===== src/rtl/toggle_event_receiver.sv =====
// Converts transitions of a toggle-encoded request level into discrete events,
// queued in a saturating pending counter and drained over a valid/ready handshake.
module toggle_event_receiver #(
    parameter int SYNC_STAGES   = 0,
    parameter int COUNTER_WIDTH = 4
) (
    input  logic                     clock,
    input  logic                     reset,
    input  logic                     toggle_state,
    output logic                     event_valid,
    input  logic                     event_ready,
    output logic [COUNTER_WIDTH-1:0] pending_count,
    output logic                     overflow,
    input  logic                     clear_overflow
);

    localparam logic [COUNTER_WIDTH-1:0] COUNT_MAX = {COUNTER_WIDTH{1'b1}};
    localparam logic [COUNTER_WIDTH-1:0] COUNT_ONE = COUNTER_WIDTH'(1);

    logic                     synced_s;
    logic                     sampled_r;
    logic                     edge_s;
    logic                     pop_s;
    logic                     sat_s;
    logic [COUNTER_WIDTH-1:0] count_r;
    logic [COUNTER_WIDTH-1:0] count_next_s;
    logic                     valid_r;
    logic                     overflow_r;
    logic                     overflow_next_s;

    generate
        if (SYNC_STAGES == 0) begin : g_direct
            assign synced_s = toggle_state;
        end else begin : g_sync
            logic [SYNC_STAGES-1:0] sync_r;

            // Resync chain; reset preloads the raw level so release creates no event.
            always_ff @(posedge clock) begin
                if (reset) begin
                    sync_r <= {SYNC_STAGES{toggle_state}};
                end else begin
                    sync_r[0] <= toggle_state;
                    for (int i = 1; i < SYNC_STAGES; i++) begin
                        sync_r[i] <= sync_r[i-1];
                    end
                end
            end

            assign synced_s = sync_r[SYNC_STAGES-1];
        end
    endgenerate

    assign edge_s = synced_s ^ sampled_r;
    assign pop_s  = valid_r & event_ready;

    // Counter/overflow next state; a detect and a pop in the same cycle cancel out.
    always_comb begin
        count_next_s    = count_r;
        sat_s           = 1'b0;
        overflow_next_s = overflow_r;
        case ({edge_s, pop_s})
            2'b10: begin
                if (count_r == COUNT_MAX) begin
                    sat_s = 1'b1;
                end else begin
                    count_next_s = count_r + COUNT_ONE;
                end
            end
            2'b01:   count_next_s = count_r - COUNT_ONE;
            default: count_next_s = count_r;
        endcase
        if (sat_s) begin
            overflow_next_s = 1'b1;
        end else if (clear_overflow) begin
            overflow_next_s = 1'b0;
        end else begin
            overflow_next_s = overflow_r;
        end
    end

    // Reference flop, pending counter and registered status flags.
    always_ff @(posedge clock) begin
        if (reset) begin
            sampled_r  <= toggle_state;
            count_r    <= {COUNTER_WIDTH{1'b0}};
            valid_r    <= 1'b0;
            overflow_r <= 1'b0;
        end else begin
            sampled_r  <= synced_s;
            count_r    <= count_next_s;
            valid_r    <= (count_next_s != {COUNTER_WIDTH{1'b0}});
            overflow_r <= overflow_next_s;
        end
    end

    assign event_valid   = valid_r;
    assign pending_count = count_r;
    assign overflow      = overflow_r;

endmodule


===== config.mk =====
export PLATFORM = sky130hd
export DESIGN_NAME = toggle_event_receiver
export DESIGN_NICKNAME = d
export VERILOG_FILES = /design/src/rtl/toggle_event_receiver.sv
export SDC_FILE = /design/constraint.sdc
export NUM_CORES = 1
export LEC_CHECK = 0
export ABC_AREA = 1
export CORE_AREA = 2 2 39 41
export CTS_CLUSTER_SIZE = 10
export DETAILED_ROUTE_END_ITERATION = 10
export DIE_AREA = 0 0 41 43
export PLACE_DENSITY_LB_ADDON = 0.15
export SLEW_MARGIN = 25
export SYNTH_ARGS = -nofsm -noshare
export SYNTH_HDL_FRONTEND = slang
export SYNTH_SLANG_ARGS = --single-unit

===== constraint.sdc =====
create_clock -name clock -period 1.7 [get_ports clock]
set_input_delay 0.34 -clock clock [delete_from_list [all_inputs] [get_ports clock]]
set_output_delay 0.34 -clock clock [all_outputs]
set_load 0.05 [all_outputs]

==> results.json <==
{
  "status": "finished, final reports clean",
  "max_slew_margin": 0.760,
  "core_sq_um": 1380,
  "fin_cells": 106,
  "slew_viol_final": 0,
  "syn2layout_area_growth_pct": 45.2,
  "timing_hold_violations_final": 0,
  "std_cell_rows": 14,
  "start_util": 0.332,
  "cts-htree-levels": 1,
  "routed_via_density": 4.34,
  "period_share": 0.897,
  "die_area_sq_um": 1760,
  "r2r_slack_ns": 0.26,
  "finalSetupViolCount": 0,
  "crit_path_start_kind": "input pin",
  "ios": 11,
  "grt_usage": 0.145,
  "peakVddDrop_v": 0.000696,
  "port_buffers": 10,
  "critPathBufInv": 3,
  "crit_fanout": 4,
  "synth_most_common_cell": "nand2_1",
  "die_x_um": 41,
  "min_path_type": "in -> reg",
  "place_inst": 102,
  "final_util": 0.482,
  "ys.flop_type": "dfxtp_1",
  "fin_tns_setup_ns": 0,
  "place_ws_ns": -0.260,
  "yosysWarnings": 0,
  "synth_cell_types": 14,
  "drtPass1Iterations": 2,
  "grt_setup_unrepaired": "false",
  "drtIter0Drc": 3,
  "drv_cap": 0,
  "synth_edf_count": 0,
  "setup_ws_ns": 0.175,
  "required_ns": 1.85,
  "nets": 100,
  "clockRootBuffer": "clkbuf_4",
  "powerDensity_nw_per_um2": 1480,
  "grt_overflow_total": 0,
  "grt_max_degree": 10,
  "async_reset_ff_frac": 0,
  "num_vias": 460,
  "cts_sinks": 7,
  "die_height_um": 43,
  "antenna_found_initial": 0,
  "insertion_delay_ns": 0.25,
  "synthCells": 71,
  "cp_cell_sequence": "clkdlybuf4s50_1 -> nand2_2 -> inv_2 -> ha_4 -> inv_1 -> nand2_1 -> nand2_1 -> nand2_1 -> nand2_2 -> nand2_1 -> nor2_1 -> nand2_1",
  "critPathSlowestCell": "clkdlybuf4s50_1",
  "drive_above_1_share": 0.267,
  "clk_pin_slew_ns": 0.05,
  "route.detailed.drc": 0,
  "crit_type": "in -> reg",
  "clock_skew_ns": 0.00509,
  "crit_top_cell": "nand2_1",
  "max_stage_delay_ns": 0.47,
  "fin_crit_ns": 1.52,
  "yosys-top-cells-area": "dfxtp_1 (31%), nand2_1 (16%), inv_1 (12%)",
  "wirelength_um": 982,
  "diodes": 0,
  "syn_avg_cell_area_sq_um": 6.47,
  "yosysTopAreaCell": "dfxtp_1",
  "wire_per_inst_um": 9.26,
  "syn_area_sq_um": 459,
  "cp-end-kind": "register",
  "fmax_ghz": 0.656,
  "syn_nets": 80,
  "grt_pass1_vias": 411,
  "synth_top_area_frac": 0.305,
  "dpl.hpwl_um": 812,
  "cts_buffer_depth": 2,
  "synth_seq_area_share": 0.305,
  "leakagePower_nw": 0.361,
  "cts_tree": "built",
  "tightest_slew_ns": 0.359,
  "synth-seq-cells": 7,
  "path_delay_family": "buffers and inverters",
  "ant_nets": 0,
  "gp_congestion": 0.801,
  "cp.arrival_ns": 1.67,
  "grt_pass1_wl_um": 1670,
  "synthTopCellsByCount": "nand2_1 (20), inv_1 (15), nand3_1 (9), dfxtp_1 (7), nor2_1 (5)",
  "cts_inserted_buffers": 3
}
## registers in the layout, indices dropped and copies added (netlist names)
name,flops
pending_count,4
event_valid,1
overflow,1
sampled_r,1
## worst paths after layout
kind | start | to | cells past startpoint
setup / recovery | event_ready | event_valid | 12
hold / removal | toggle_state | sampled_r | 1
setup reg to reg | pending_count[1] | event_valid | 9
hold reg to reg | overflow | overflow | 2
## worst register-to-register path: stages, from the launching register on
cell	delay, ns
dfxtp_1	0.43
inv_1	0.08
ha_1	0.20
or2_0	0.20
nand2_1	0.08
nand3_1	0.08
nand2_1	0.08
nand2_1	0.06
nor2_1	0.08
nand2_1	0.05
## layout by cell type, fill, tap and decap left out, drive strengths merged
master | Yosys | final
clkinv | 0 | 1
clkbuf | 0 | 3
a21oi | 4 | 4
inv | 15 | 15
dlymetal6s2s | 0 | 1
or2 | 1 | 1
o21ai | 1 | 1
ha | 4 | 4
nand2 | 21 | 21
nor2 | 5 | 5
nand4 | 2 | 2
dfxtp | 7 | 7
nand3 | 9 | 9
clkdlybuf4s50 | 0 | 3
xnor2 | 1 | 1
buf | 1 | 12
## layer usage
metal	track usage	share of wire	vias up
li1	-	-	255
met1	0.191	0.47	195
met2	0.191	0.48	6
met3	0.0314	0.025	4
met4	0.120	0.022	0
met5	0	0	-
## cells by family (layout without fill, tap and decap cells)
family,Yosys count,after routing,share of synthesized area
and+or+nand+nor,38,38,0.357
buffers and inverters,16,35,0.147
DFF,7,7,0.305
AOI/OAI and AO/OA,5,5,0.0627
adders and majority gates,4,4,0.109
xor gates and xnor gates,1,1,0.0191
## final cells by class
class,count,area (sq um)
clock inverter,1,5.00
multi-input combinational,48,277
sequential,7,141
inverter,15,56.3
timing repair buffer,16,145
tap,16,20.0
fill,147,717
clock buffer,3,22.5
## stage by stage
| stage | power (W) | instance area [sq um] | hold WS, ns |
|---|---|---|---|
| after floorplan | 0.000631 | 460 | 0.368 |
| after global placement | 0.000811 | 612 | 0.459 |
| after detailed placement | 0.000820 | 612 | 0.463 |
| after CTS | 0.000974 | 642 | 0.470 |
| after global routing | 0.00107 | 667 | 0.276 |
| final | 0.000985 | 667 | 0.283 |
## what timing repair did
| item | in CTS | in global routing |
|---|---|---|
| setup endpoints to repair | 1 | 3 |
| hold buffers | 0 | 0 |
| buffers inserted | 0 | 0 |
| resized for setup | 1 | 5 |
| pin swaps | 0 | 1 |
## report_power, final
group          leakage [nW]  internal (W)  switching [W]  total, W
Clock                0.0177     0.0000858      0.0000605  0.000146
Sequential           0.0582      0.000208      0.0000629  0.000270
Combinational         0.285      0.000233       0.000335  0.000568
Total                 0.361      0.000526       0.000458  0.000985
(Power assumes the default switching activity.)
